`src/rtl/dmem_arbiter.sv`:
```
// dmem_arbiter: single-port data-memory controller for the MEM stage.
// Arbitrates the memory between the pipeline port and the loader port.
// Sub-word stores run as a read-modify-write. Read data comes back one cycle after accept.

// One byte lane of the RMW merge: keep the old byte unless this lane is a store target.
module dmem_lane_merge (
  input  logic [7:0] i_old,
  input  logic [7:0] i_new,
  input  logic       i_sel,
  output logic [7:0] o_byte
);
  assign o_byte = i_sel ? i_new : i_old;
endmodule

module dmem_arbiter #(
  parameter int ADDR_W     = 32,
  parameter int DATA_W     = 32,
  parameter int STARVE_MAX = 4
) (
  input  logic              clk,
  input  logic              rst_n,
  input  logic              i_p_req,
  input  logic              i_p_we,
  input  logic [1:0]        i_p_size,
  input  logic [ADDR_W-1:0] i_p_addr,
  input  logic [DATA_W-1:0] i_p_wdata,
  output logic              o_p_gnt,
  output logic              o_p_err,
  output logic              o_p_rvalid,
  output logic [DATA_W-1:0] o_p_rdata,
  output logic              o_stall,
  input  logic              i_l_req,
  input  logic              i_l_we,
  input  logic [ADDR_W-1:0] i_l_addr,
  input  logic [DATA_W-1:0] i_l_wdata,
  output logic              o_l_gnt,
  output logic              o_l_rvalid,
  output logic [DATA_W-1:0] o_l_rdata,
  output logic              o_mem_WE,
  output logic              o_mem_RE,
  output logic [ADDR_W-1:0] o_mem_address,
  output logic [DATA_W-1:0] o_mem_write_data,
  input  logic [DATA_W-1:0] i_mem_read_data
);
  localparam int NUM_LANES = DATA_W / 8;
  localparam int CW        = $clog2(STARVE_MAX + 1);

  typedef enum logic [1:0] {S_IDLE, S_RMW_RD, S_RMW_WR} state_t;

  // Sub-word store captured at the start of an RMW; only the low half of data can be written.
  typedef struct packed {
    logic [ADDR_W-1:0] addr;
    logic [1:0]        size;
    logic [15:0]       wdata;
  } rmw_req_t;

  state_t                             r_state, w_next;
  rmw_req_t                           r_rmw;
  logic [DATA_W-1:0]                  r_merged;
  logic [NUM_LANES-1:0][7:0]          w_merged;
  logic [CW-1:0]                      r_starve;
  logic                               r_p_rvalid, r_l_rvalid;
  logic                               w_p_mis, w_p_sub, w_l_win, w_p_win;
  logic                               w_p_rd, w_l_rd, w_rmw_start;
  logic                               w_unused_lbits;

  // The loader is word-only, so its two low address bits carry no information.
  assign w_unused_lbits = ^i_l_addr[1:0];

  // Request decode: misaligned half/word, and sub-word stores needing RMW.
  assign w_p_mis = ((i_p_size == 2'b01) && i_p_addr[0]) ||
                   (i_p_size[1] && (i_p_addr[1:0] != 2'b00));
  assign w_p_sub = i_p_we && !w_p_mis && !i_p_size[1];
  assign w_l_win = i_l_req && (!i_p_req || (r_starve == CW'(STARVE_MAX)));
  assign w_p_win = i_p_req && !w_l_win;

  // Per-lane merge of the latched store data into the word read back from memory.
  for (genvar g = 0; g < NUM_LANES; g++) begin : g_lane
    logic       w_sel;
    logic [7:0] w_new;
    assign w_sel = (r_rmw.size == 2'b00) ? (r_rmw.addr[1:0] == 2'(g))
                                         : (r_rmw.addr[1] == 1'(g / 2));
    assign w_new = (r_rmw.size == 2'b00) ? r_rmw.wdata[7:0] : r_rmw.wdata[8*(g%2) +: 8];
    dmem_lane_merge u_merge (
      .i_old  (i_mem_read_data[8*g +: 8]),
      .i_new  (w_new),
      .i_sel  (w_sel),
      .o_byte (w_merged[g])
    );
  end

  // Next state, grants and memory strobes; everything held low while reset is asserted.
  always_comb begin
    w_next           = r_state;
    o_p_gnt          = 1'b0;
    o_p_err          = 1'b0;
    o_l_gnt          = 1'b0;
    o_mem_WE         = 1'b0;
    o_mem_RE         = 1'b0;
    o_mem_address    = '0;
    o_mem_write_data = '0;
    w_p_rd           = 1'b0;
    w_l_rd           = 1'b0;
    w_rmw_start      = 1'b0;
    if (rst_n) begin
      case (r_state)
        S_IDLE: begin
          if (w_l_win) begin
            o_l_gnt       = 1'b1;
            o_mem_address = {i_l_addr[ADDR_W-1:2], 2'b00};
            if (i_l_we) begin
              o_mem_WE         = 1'b1;
              o_mem_write_data = i_l_wdata;
            end else begin
              o_mem_RE = 1'b1;
              w_l_rd   = 1'b1;
            end
          end else if (w_p_win) begin
            if (w_p_mis) begin
              o_p_gnt = 1'b1;
              o_p_err = 1'b1;
            end else if (w_p_sub) begin
              o_mem_RE      = 1'b1;
              o_mem_address = {i_p_addr[ADDR_W-1:2], 2'b00};
              w_rmw_start   = 1'b1;
              w_next        = S_RMW_RD;
            end else begin
              o_p_gnt       = 1'b1;
              o_mem_address = {i_p_addr[ADDR_W-1:2], 2'b00};
              if (i_p_we) begin
                o_mem_WE         = 1'b1;
                o_mem_write_data = i_p_wdata;
              end else begin
                o_mem_RE = 1'b1;
                w_p_rd   = 1'b1;
              end
            end
          end
        end
        S_RMW_RD: w_next = S_RMW_WR;
        S_RMW_WR: begin
          o_mem_WE         = 1'b1;
          o_mem_address    = {r_rmw.addr[ADDR_W-1:2], 2'b00};
          o_mem_write_data = r_merged;
          o_p_gnt          = 1'b1;
          w_next           = S_IDLE;
        end
        default: w_next = S_IDLE;
      endcase
    end
  end

  assign o_stall    = rst_n & i_p_req & ~o_p_gnt;
  assign o_p_rvalid = r_p_rvalid;
  assign o_l_rvalid = r_l_rvalid;
  assign o_p_rdata  = r_p_rvalid ? i_mem_read_data : '0;
  assign o_l_rdata  = r_l_rvalid ? i_mem_read_data : '0;

  // State, RMW capture and read-valid tracking.
  always_ff @(posedge clk or negedge rst_n) begin
    if (!rst_n) begin
      r_state    <= S_IDLE;
      r_rmw      <= '0;
      r_merged   <= '0;
      r_p_rvalid <= 1'b0;
      r_l_rvalid <= 1'b0;
    end else begin
      r_state    <= w_next;
      r_p_rvalid <= w_p_rd;
      r_l_rvalid <= w_l_rd;
      if (w_rmw_start) begin
        r_rmw.addr  <= i_p_addr;
        r_rmw.size  <= i_p_size;
        r_rmw.wdata <= i_p_wdata[15:0];
      end
      if (r_state == S_RMW_RD) r_merged <= w_merged;
    end
  end

  // Starvation counter: pipeline grants taken in IDLE while the loader is waiting.
  always_ff @(posedge clk or negedge rst_n) begin
    if (!rst_n) begin
      r_starve <= '0;
    end else if (!i_l_req || o_l_gnt) begin
      r_starve <= '0;
    end else if (o_p_gnt && (r_state == S_IDLE) && (r_starve != CW'(STARVE_MAX))) begin
      r_starve <= r_starve + 1'b1;
    end
  end
endmodule

```
`config.mk`:
```
export PLATFORM = sky130hd
export DESIGN_NAME = dmem_arbiter
export DESIGN_NICKNAME = d
export VERILOG_FILES = /design/src/rtl/dmem_arbiter.sv
export SDC_FILE = /design/constraint.sdc
export NUM_CORES = 1
export LEC_CHECK = 0
export ABC_AREA = 1
export CELL_PAD_IN_SITES_DETAIL_PLACEMENT = 2
export CELL_PAD_IN_SITES_GLOBAL_PLACEMENT = 2
export CORE_MARGIN = 3
export CORE_UTILIZATION = 18
export DETAILED_ROUTE_END_ITERATION = 7
export GPL_TIMING_DRIVEN = 0
export PLACE_DENSITY = 0.74
export SLEW_MARGIN = 20
export SYNTH_ARGS = -nofsm -noshare
export SYNTH_HDL_FRONTEND = slang
export SYNTH_SLANG_ARGS = --single-unit
export TNS_END_PERCENT = 100
```
`constraint.sdc`:
```
create_clock -name clk -period 1.96 [get_ports clk]
set_input_delay 0.392 -clock clk [delete_from_list [all_inputs] [get_ports clk]]
set_output_delay 0.392 -clock clk [all_outputs]
set_load 0.01 [all_outputs]
```
# [Word level (Yosys, flattened, before mapping)]
# Cells that the tools add are included.
[totals] word_cells=123 out_inout_bits=136 inputBits=168 regBits=89
[classes] bitwise=4 eq_ne=12 n_reduce_logical=22 n_addsub=1 mux=76
[ops] op="$mux W32" n=13
[ops] op="$pmux W32 S2" n=2
[ops] op="$mux W1" n=47
[ops] op="$mux W8" n=5
[ops] op="$logic_and A1 B1 Y1" n=8
[ops] op="$mux W2" n=4
[ops] op="$ne A2 B2 Y1 const B" n=4
[ops] op="$eq A2 B1 Y1 const B" n=3
[ops] op="$eq A2 B2 Y1 const B" n=3
[ops] op="$logic_not A2 Y1" n=3
[ops] op="$mux W3" n=2
[ops] op="$logic_not A1 Y1" n=5
[ops] op="$reduce_and A5 Y1" n=1
[ops] op="$pmux W1 S2" n=2
[ops] op="$pmux W2 S2" n=1
[ops] op="$reduce_bool A2 Y1" n=2
[ops] op="$add A3 B1 Y3 const B" n=1
[ops] op="$eq A3 B3 Y1 const B" n=1
[ops] op="$logic_or A1 B1 Y1" n=3
[ops] op="$ne A3 B3 Y1 const B" n=1
[ops] op="$and A1 B1 Y1" n=2
[ops] op="$not A1 Y1" n=2

# [Depth between registers and ports, before layout]
# Gate-level depths: netlist of run 1.
[logic_depth] word_depth=16 depth_mapped=12

# [Modules after synthesis]
# Synthesis of run 1 repeated with hierarchy kept, for this count alone.
[hier_totals] cells_unflattened=954 hier_area_um2=6207.2
[modules_own_cells] module="dmem_arbiter" instances=1 area_per_inst_um2=5786.8 seq_area_each_um2=2227.1 cells_each=850
[modules_own_cells] module="dmem_lane_merge" instances=4 area_per_inst_um2=105.1 seq_area_each_um2=0.0 cells_each=26

# [Worst setup path after synthesis of run 1]
# No wires, ideal clock.
[synth_timing] path_type="register to output" from="register r_starve[0]" to="output o_mem_address[11]" arrival_time_ps=1572 slack_ps=-4 required_ps=1568 stages_incl_launch_ff=13 path_cell_list="dfrtp_1 inv_1 ha_1 nand2_1 nand2_4 nand2_8 nand2_4 nor2_4 buf_4 nand2_1 nand2_1 nand2_1 a21oi_1"
[synth_between] elab_chain_cells=9
[synth_rtl] item="start: declaration" line="61" source="logic [CW-1:0] r_starve;"
[synth_rtl] item="start signal: assignment" line="187" source="r_starve <= r_starve + 1'b1;"
[synth_rtl] item="$eq A3 B3 Y1 *" line="74" source="assign w_l_win = i_l_req && (!i_p_req || (r_starve == CW'(STARVE_MAX)));"
[synth_rtl] item="$logic_or A1 B1 Y1 *" line="74"
[synth_rtl] item="$logic_and A1 B1 Y1 *" line="74"
[synth_rtl] item="$logic_not A1 Y1" line="75" source="assign w_p_win = i_p_req && !w_l_win;"
[synth_rtl] item="$logic_and A1 B1 Y1" line="75"
[synth_rtl] item="$mux W32" line="118" source="end else if (w_p_win) begin"
[synth_rtl] item="$mux W32 *" line="108" source="if (w_l_win) begin"
[synth_rtl] item="$pmux W32 S2 *" line="106" source="case (r_state)"
[synth_rtl] item="$mux W32 *" line="105" source="if (rst_n) begin"
[synth_rtl] item="end: declaration" line="41" source="output logic [ADDR_W-1:0] o_mem_address,"
# Mark *: on every way between the ends. The rest lies on a longest branch, timed or not.

# [Worst setup path in the final report of run 1]
[layout_timing] from="input i_p_we" to="output o_mem_write_data[7]"
[layout_between] elab_chain_cells=8 elab_cells_between_ends=9 classes_between="mux: 7; reduce/logical: 2"
[layout_rtl] item="start: declaration" line="23" source="input logic i_p_we,"
[layout_rtl] item="$logic_and A1 B1 Y1 (2 in series)" line="73" source="assign w_p_sub = i_p_we && !w_p_mis && !i_p_size[1];"
[layout_rtl] item="$mux W32 *" line="122" source="end else if (w_p_sub) begin"
[layout_rtl] item="$mux W32 *" line="119" source="if (w_p_mis) begin"
[layout_rtl] item="$mux W32 *" line="118"
[layout_rtl] item="$mux W32 *" line="108"
[layout_rtl] item="$pmux W32 S2 *" line="106"
[layout_rtl] item="$mux W32 *" line="105"
[layout_rtl] item="end: declaration" line="42" source="output logic [DATA_W-1:0] o_mem_write_data,"
# Marked as above.

==> results.toml, run 1 <==
[global_routing]
grt_max_degree = 35
grt_pass1_vias = 8832
grt_overflow_total = 0
antenna_found_initial = 3
grt_pass1_wl_um = 55700
grt_use_total_pct = 20.3

[clocking]
cts_buffers = 9
cts_tree = "done"
htree_levels = 3
clkTransAtPathRegs_ps = 90
clk_path_buf_depth = 2
insertion_delay_ps = 370
clockRootBuffer = "clkbuf_16"
cts.sink_count = 89

[yosys]
netlist_area_um2 = 6080
async_flop_share_pct = 100
ys_ff_latch = 89
synth_top_area_cell = "dfrtp_1"
synth_edf_count = 0
synth_cell_type_count = 35
synth.yosys.warnings = 0
ys_seq_area_share_pct = 36.6
avgSynthCellArea_um2 = 6.46
synth_ff_type = "dfrtp_1"
synth_top_area_share_pct = 36.6
synth_top_cells_by_area = "dfrtp_1 37%, nand2_1 23%, nand3_1 8.7%, inv_1 6.7%, o21ai_0 4.4%"
netlist_instances = 941

[critical_path]
cp_slowest_cell = "clkdlybuf4s50_1"
start_kind = "input pin"
crit_type = "in2out"
r2r-end = "g_lane[0].w_new[3]"
crit_fanout = 5
reg2reg_depth = 13
max_stage_delay_ps = 610
r2r_slack_ps = -150
required_ps = 1570
endpoint_kind = "primary output"
crit_chain = "clkdlybuf4s50_1, nand4_1, buf_4, nor2_8, buf_12, buf_16, nand3_1, nand2_1, nand2_1, o31ai_2, buf_2"
arrival_ps = 2260
timing.rr.start = "r_starve[1]"
critPathMostFrequentCell = "nand2_1"

[cells_and_area]
fin_util_pct = 34.5
drive_gt1_share_pct = 27.3
fill_cells = 3765
area_delta_synth_final_pct = 86.7
final_area_um2 = 11400
multiInputGateArea_um2 = 3750
nets = 1485
final_cells = 1766
regArea_um2 = 2230

[placement]
dp_slack_ps = -1510
place.detailed.hpwl_um = 27600
placed_area_um2 = 9670
dp.cells = 1683
gp_congestion = 0.806
io_buffers = 298

[power]
ir_drop_mv = 0.406
leakage_nw = 5.92
powerDensity_nw_per_um2 = 665
finalPower_mw = 7.56

[sta]
relSlewSlack_pct = 44.4
max_freq_ghz = 0.377
slew_violations = 0
setup_viol = 89
fin_ws_ps = -693
period_share_pct = 135
rsz0062_at_grt = "yes"
final_hold_viol_count = 0
worst_slew_pin_slew_ps = 831
post-route-min-period_ps = 2650
clock_skew_ps = 19.6

[drt]
drtAntennaViolNets = 0
first_iter_violations = 411
avgRoutedWirePerCell_um = 21.8
drt_wl_total_um = 38400
first_pass_iters = 5
viasPerCell = 4.60
drc_errors = 0
vias = 8117

[status]
status = "complete, but fails checks"
failed_checks = "negative setup slack"

[floorplan]
dieWidth_um = 190
dieArea_um2 = 36000
dieHeight_um = 190
io_pins = 304
core_um2 = 32900
row_count = 66
start_util_pct = 18.5

[run]
cap_viol_max_count = 0

[hold_path]
hold_class = "in2async"
[sequential cells by signal (all words and copies together) (netlist names)]
| signal | count |
|---|---|
| r_merged | 32 |
| g_lane.w_new | 8 |
| r_rmw | 42 |
| o_l_rvalid | 1 |
| r_starve | 3 |
| o_p_rvalid | 1 |
| r_state | 2 |
[how the worst max path moves through the flow]
stage / cells past startpoint / slack [ps] / startpoint / endpoint
6_report: 11 / -690 / i_p_we / o_mem_write_data[7]
5_1_grt: 11 / -730 / i_p_we / o_mem_write_data[21]
4_1_cts: 14 / -630 / r_starve[1] / o_mem_write_data[18]
3_5_place_dp: 10 / -1510 / rst_n / o_mem_write_data[2]
3_3_place_gp: 9 / -4990 / rst_n / o_mem_write_data[2]
2_1_floorplan: 10 / 20 / r_starve[0] / o_mem_write_data[16]
[report_power, final]
part / switching (mW) / internal [mW]
Combinational: 1.69 / 1.19
Sequential: 0.372 / 2.41
Clock: 0.975 / 0.918
[cell families (layout without fill, tap and decap cells)]
group	after synthesis	count (layout)	share of synthesized area (%)
AND/OR/NAND/NOR	537	537	37.3
buffers and inverters	175	553	12.4
AO/OA/AOI/OAI	136	136	13.1
flip-flops	89	89	36.6
adder cells (fa/ha/maj)	2	2	0.411
other	1	6	0.0616
XOR/XNOR	1	1	0.144
[cell usage in the layout, fill, tap and decap left out, types with 7 or more instances in the layout]
cell,n
nand2_4,9
dfrtp_1,87
clkbuf_2,18
nand3_4,11
o22ai_1,13
buf_4,40
buf_12,9
clkdlybuf4s50_1,161
a31oi_1,12
buf_6,46
o31ai_1,7
o211ai_1,17
a21oi_2,11
o21ai_1,15
buf_2,57
nand2_1,337
nor2_1,24
nand3_2,37
o21ai_0,46
nand2_2,38
dlygate4sd2_1,53
inv_1,105
buf_8,12
nand3_1,59
nand4_1,7
o31ai_2,8
clkbuf_16,10
[per-stage QoR]
| stage | TNS (ps) | hold WS (ps) |
|---|---|---|
| 2_1_floorplan | 0 | 96.4 |
| 3_3_place_gp | -855910 | 462 |
| 3_5_place_dp | -109940 | 287 |
| 4_1_cts | -34530 | 59.2 |
| 5_1_grt | -45390 | 60.9 |
| 6_report | -37930 | 52.6 |
[layout make-up]
class,count,share of cell area (%)
timing repair buffer,363,30.7
buffer,60,4.97
multi-input combinational,678,33.0
sequential,89,19.6
antenna,4,0.0882
clock inverter,7,0.738
clock buffer,9,1.98
tap,442,4.87
inverter,114,3.98
[repair_timing]
action,4_1_cts,5_1_grt
gates resized for setup,575,123
cloned,8,0
hold buffers,3,0
buffers inserted,36,17
pin swaps,28,26
endpoints found under the setup margin,171,135
endpoints found under the hold margin,25,0
[synth_stat cells (2+ instances only)]
cell type and instances:
nor2_4 3, nand4_1 7, o22ai_1 13, inv_2 4
buf_1 3, nand2_2 3, dfrtp_1 89, a21oi_1 14
nand2_4 2, buf_2 19, o21ai_0 54, nor2_1 28
nand2_1 380, ha_1 2, a31oi_1 13, o211ai_1 17
inv_1 108, nor2_2 2, buf_6 5, o31ai_1 16
buf_4 8, clkbuf_1 26, o21ai_1 8, nand3_1 106
[worst max-delay path, delay by kind of cell]
kind / cells / cell delay, ps
compound gates: 1 / 80
buf+inv: 5 / 1250
simple gates: 5 / 520
[metal layers]
metal	part of all wire [%]	up-vias	track usage [%]	wire length (µm)
met5	0	-	0	0
met4	2.5	0	5.83	966
met3	4.4	41	3.10	1700
met2	50	224	35.2	19300
met1	43	4093	26.2	16400
li1	-	3759	-	-
Power figures use the tool's default switching activity.
==> inputs of run 2 (changes only) <==
--- a/config.mk
+++ b/config.mk
@@ -9,10 +9,10 @@
 export CELL_PAD_IN_SITES_DETAIL_PLACEMENT = 2
 export CELL_PAD_IN_SITES_GLOBAL_PLACEMENT = 2
 export CORE_MARGIN = 3
-export CORE_UTILIZATION = 18
+export CORE_UTILIZATION = 22
 export DETAILED_ROUTE_END_ITERATION = 7
 export GPL_TIMING_DRIVEN = 0
-export PLACE_DENSITY = 0.74
+export PLACE_DENSITY = 0.85
 export SLEW_MARGIN = 20
 export SYNTH_ARGS = -nofsm -noshare
 export SYNTH_HDL_FRONTEND = slang
==> constraint.sdc (replaced) <==
create_clock -name clk -period 3.3 [get_ports clk]
set_input_delay 0.66 -clock clk [delete_from_list [all_inputs] [get_ports clk]]
set_output_delay 0.66 -clock clk [all_outputs]
set_load 0.01 [all_outputs]
==> run 2 against run 1 <==
Effect of this change: the run now ends clean; wire length fell by 9.9%; design area fell by 11%; setup slack gained 750 ps.
==> results.toml, run 2 (synthesis gave the netlist of run 1 again) <==
[clocking]
clkTransAtPathRegs_ps = 70
clockRootBuffer = "clkbuf_16"
hold_buffers = 0
cts_buffers = 9
insertion_delay_ps = 360
cts.sink_count = 89
cts_tree = "done"
clk_path_buf_depth = 2
htree_levels = 3

[cells_and_area]
nets = 1431
fill_cells = 3200
final_cell_mix = "378 x nand2_1, 236 x clkdlybuf4s50_1, 107 x inv_1, 106 x nand3_1, 89 x dfrtp_1"
drive_gt1_share_pct = 7.91
fin_util_pct = 37.2
final_cells = 1644
largest_register_ffs = 42
regMostFlops = "r_rmw"
layout_commonest_cell = "nand2_1"
area_delta_synth_final_pct = 65.5

[power]
powerDensity_nw_per_um2 = 424
ir_drop_mv = 0.223
p_switching_mw = 1.58
netSwitchingFraction_pct = 37.0
combPwrFrac_pct = 34.7
finalPower_mw = 4.27
leakage_nw = 5.36
p_int_mw = 2.69
power.share.clock_pct = 26.8
p_seq_share_pct = 38.5

[floorplan]
core_um2 = 27100
start_util_pct = 22.4
io_pins = 304
dieWidth_um = 172
dieArea_um2 = 29700
dieHeight_um = 172
row_count = 60

[sta]
period_share_pct = 98.1
slew_violations = 0
setup_viol = 0
max_freq_ghz = 0.309
post-route-min-period_ps = 3240
worst_slew_pin_slew_ps = 785
clock_skew_ps = 8.39
relSlewSlack_pct = 47.2
final.setup.tns_ps = 0
final_hold_viol_count = 0

[critical_path]
crit_chain = "clkdlybuf4s50_1, inv_1, nor2_1, nand2_1, nand3_1, a21oi_1, nor2_1, clkdlybuf4s50_1"
critPathBufInv = 3
crit_fanout = 3
arrival_ps = 2580
max_stage_delay_ps = 630
start_kind = "input pin"
endpoint_kind = "primary output"
cp_top_family = "buffers and inverters"
cp_slowest_cell = "clkdlybuf4s50_1"
required_ps = 2640
crit_type = "in2out"
r2r_slack_ps = 1220

[global_routing]
grt_max_degree = 38
grt_use_total_pct = 22.6
grt_overflow_total = 0
grt_pass1_wl_um = 50700
grt_pass1_vias = 8429
antenna_found_initial = 6

[drt]
drt_wl_total_um = 34600
vias = 7872
drtAntennaViolNets = 0
viasPerCell = 4.79
first_iter_violations = 354
avgRoutedWirePerCell_um = 21.1
first_pass_iters = 5
drc_errors = 0

[placement]
io_buffers = 298
dp.cells = 1613
gp_congestion = 0.802
place.detailed.hpwl_um = 26900

[run]
cap_viol_max_count = 0

[hold_path]
hold_class = "in2async"

[status]
status = "completed"
[run 2: cell count changes in the layout (fill, tap and decap cells not counted), sizes merged]
cell | before | now
clkbuf | 42 | 45
diode | 4 | 7
clkdlybuf4s15 | 2 | 0
dlygate4sd2 | 53 | 29
dlygate4sd3 | 1 | 0
bufbuf | 3 | 2
buf | 169 | 43
inv | 115 | 112
dlygate4sd1 | 0 | 1
clkdlybuf4s50 | 161 | 236
dlymetal6s2s | 1 | 22
bufinv | 0 | 2
[run 2: cell type report]
cell class | instances | area (µm²) | share of cell area [%]
Sequential cell | 89 | 2230 | 22.1
Clock inverter | 6 | 83.8 | 0.832
Tap cell | 372 | 465 | 4.62
Timing Repair Buffer | 308 | 3110 | 30.9
Antenna cell | 7 | 17.5 | 0.174
Buffer | 61 | 385 | 3.83
Clock buffer | 9 | 225 | 2.24
Multi-Input combinational cell | 678 | 3120 | 31.0
Inverter | 114 | 435 | 4.32
[run 2: power by group through the flow]
| stage | Clock (mW) | Combinational, mW | Sequential [mW] |
|---|---|---|---|
| after floorplan | 0 | 0.766 | 1.57 |
| after global placement | 0 | 1.37 | 1.64 |
| after detailed placement | 0 | 1.45 | 1.65 |
| after CTS | 1.15 | 1.48 | 1.64 |
| after global routing | 1.20 | 1.65 | 1.68 |
| final | 1.14 | 1.48 | 1.64 |
[run 2: layer usage]
layer,vias up,track usage [%],part of all wire (%)
met5,-,0,0
met3,42,3.11,4.2
li1,3652,-,-
met2,228,38.2,50
met1,3950,29.3,43
met4,0,8.61,3.0
[run 2: what timing repair did]
item                                    4_1_cts  5_1_grt
pin swaps                                     4        0
resized for setup                            69       55
setup buffers                                 6        1
endpoints found under the setup margin       67       38
gates cloned                                  2        0
[run 2: final timing paths]
kind / cells past startpoint / to / from
worst max-delay path: 8 / o_stall / i_p_we
worst min-delay path: 1 / r_rmw[47] / rst_n
worst max register to register: 6 / r_merged[20] / r_rmw[16]
worst min register to register: 2 / r_rmw[8] / r_rmw[8]
max in group asynchronous: 2 / r_rmw[29] / rst_n
min in group clk: 2 / r_rmw[8] / r_rmw[8]
[run 2: metrics by stage]
| step | hold WS, ps | setup slack [ps] | instance area (µm²) |
|---|---|---|---|
| floorplan | 364 | 965 | 6090 |
| global placement | 462 | -3860 | 9540 |
| detailed placement | 470 | -615 | 9560 |
| CTS | 140 | 0.208 | 10000 |
| global route | 120 | -2.42 | 10100 |
| finish | 119 | 61.4 | 10100 |
==> inputs of run 3 (changes only) <==
--- a/config.mk
+++ b/config.mk
@@ -12,7 +12,7 @@
 export CORE_UTILIZATION = 22
 export DETAILED_ROUTE_END_ITERATION = 7
 export GPL_TIMING_DRIVEN = 0
-export PLACE_DENSITY = 0.85
+export PLACE_DENSITY_LB_ADDON = 0.12
 export SLEW_MARGIN = 20
 export SYNTH_ARGS = -nofsm -noshare
 export SYNTH_HDL_FRONTEND = slang
==> run 3 against run 2 <==
Effect of this change: maximum frequency rose by 0.41%; sequential power barely moved; flip-flop and latch count did not move; wire length fell by 8.2%; core utilization fell by 0.31 points; setup slack improved by 13 ps; critical path depth fell by 2; register-to-register slack improved by 140 ps; combinational power fell by 3%; global-route usage fell by 1.6 points; critical path type unchanged.
==> results.toml, run 3 (synthesis gave the netlist of run 1 again) <==
[status]
status = "completed"

[cells_and_area]
layout_commonest_cell = "nand2_1"
final_area_um2 = 9990
final_cell_mix = "378 x nand2_1, 257 x clkdlybuf4s50_1, 108 x inv_1, 106 x nand3_1, 89 x dfrtp_1"
largest_register_ffs = 42
diodes = 0
fill_cells = 3228
regMostFlops = "r_rmw"
nets = 1426
area_delta_synth_final_pct = 64.2
drive_gt1_share_pct = 6.98

[clocking]
insertion_delay_ps = 350
clockRootBuffer = "clkbuf_16"
clkTransAtPathRegs_ps = 70
cts_buffers = 9
cts.sink_count = 89
htree_levels = 3
cts_tree = "done"
clk_path_buf_depth = 2

[drt]
first_iter_violations = 283
drtAntennaViolNets = 0
drc_errors = 0
vias = 7541
avgRoutedWirePerCell_um = 19.5
first_pass_iters = 4
drt_wl_total_um = 31800
viasPerCell = 4.62

[sta]
setup_viol = 0
slew_violations = 0
clock_skew_ps = 5.66
post-route-min-period_ps = 3230
final_hold_viol_count = 0
max_freq_ghz = 0.310
worst_slew_pin_slew_ps = 693
period_share_pct = 97.7
relSlewSlack_pct = 53.8

[floorplan]
dieHeight_um = 172
start_util_pct = 22.4
row_count = 60
dieWidth_um = 172
dieArea_um2 = 29700
io_pins = 304
core_um2 = 27100

[critical_path]
critPathMostFrequentCell = "clkdlybuf4s50_1"
max_stage_delay_ps = 610
crit_type = "in2out"
arrival_ps = 2570
cp_slowest_cell = "clkdlybuf4s50_1"
start_kind = "input pin"
critPathBufInv = 3
cp_top_family = "buffers and inverters"
crit_chain = "clkdlybuf4s50_1, inv_1, o21a_1, nand3_1, a21oi_1, clkdlybuf4s50_1"
required_ps = 2640
crit_fanout = 3
endpoint_kind = "primary output"

[power]
power.share.clock_pct = 29.0
leakage_nw = 5.09
netSwitchingFraction_pct = 35.6
powerDensity_nw_per_um2 = 435
p_switching_mw = 1.55
combPwrFrac_pct = 33.3
ir_drop_mv = 0.210
p_seq_share_pct = 37.7
finalPower_mw = 4.34
p_int_mw = 2.79

[global_routing]
grt_pass1_wl_um = 47800
grt_max_degree = 52
grt_pass1_vias = 8101
grt_overflow_total = 0
grt_use_total_pct = 21.0
antenna_found_initial = 2

[run]
cap_viol_max_count = 0

[hold_path]
hold_class = "in2async"

[placement]
io_buffers = 298
placed_area_um2 = 9560
gp_congestion = 0.799
place.detailed.hpwl_um = 25600
==> run 3: cell count changes in the layout (fill, tap and decap cells not counted), sizes merged, moves of 2 or more <==
| cell | before | now |
|---|---|---|
| clkdlybuf4s50 | 236 | 257 |
| diode | 7 | 0 |
| inv | 112 | 115 |
| bufbuf | 2 | 0 |
| clkinv | 5 | 2 |
| buf | 43 | 41 |
| clkbuf | 45 | 36 |
| dlymetal6s2s | 22 | 7 |
| dlygate4sd2 | 29 | 32 |
==> run 3: metal layers <==
| metal | track usage (%) | vias to the layer above | part of all wire, % |
|---|---|---|---|
| li1 | - | 3625 | - |
| met2 | 37.0 | 169 | 50 |
| met4 | 3.64 | 4 | 1.0 |
| met5 | 0 | - | 0.091 |
| met3 | 4.98 | 20 | 5.9 |
| met1 | 26.6 | 3723 | 43 |
==> run 3: final cells by class <==
cell class                 instances  area (µm²)  area share (%)
inverter                         114         432            4.32
buffer                            60         359            3.60
clock inverter                     6         113            1.13
multi-input combinational        678        3120            31.2
sequential                        89        2230            22.3
tap                              372         465            4.66
timing repair buffer             304        3040            30.4
clock buffer                      10         239            2.39
==> run 3: path summary, 6_finish.rpt <==
check                             from  cells past startpoint            to  slack (ps)
min                              rst_n                      1     r_rmw[48]         150
min reg2reg                  r_rmw[11]                      2     r_rmw[11]         480
max                            i_l_req                      6       o_p_gnt          70
min in group clk             r_rmw[11]                      2     r_rmw[11]         480
max in group asynchronous        rst_n                      2  r_merged[30]        2580
max reg2reg                r_starve[0]                     12   r_starve[0]        1360
==> run 3: what timing repair did <==
action | in CTS | in global routing
endpoints found under the setup margin | 65 | 37
gates resized for setup | 51 | 19
pin swaps | 3 | 1
hold buffers | 0 | 0
setup buffers | 3 | 2
==> run 3: power by group through the flow <==
stage          Sequential (mW)  Clock [mW]  Combinational [mW]
2_1_floorplan             1.57           0               0.766
3_3_place_gp              1.64           0                1.40
3_5_place_dp              1.65           0                1.45
4_1_cts                   1.64        1.29                1.46
5_1_grt                   1.68        1.33                1.63
6_report                  1.64        1.26                1.44
==> run 3: per-stage QoR <==
stage	instances	worst slack, ps	TNS [ps]	hold slack (ps)	util (%)
6_report	1633	74.5	0	146	36.9
5_1_grt	1633	-26.9	-190	161	36.9
2_1_floorplan	942	965	0	364	-
3_5_place_dp	1613	-377	-14460	467	35.3
4_1_cts	1632	-0.589	-0.589	148	36.6
3_3_place_gp	1612	-4060	-626760	456	35.2
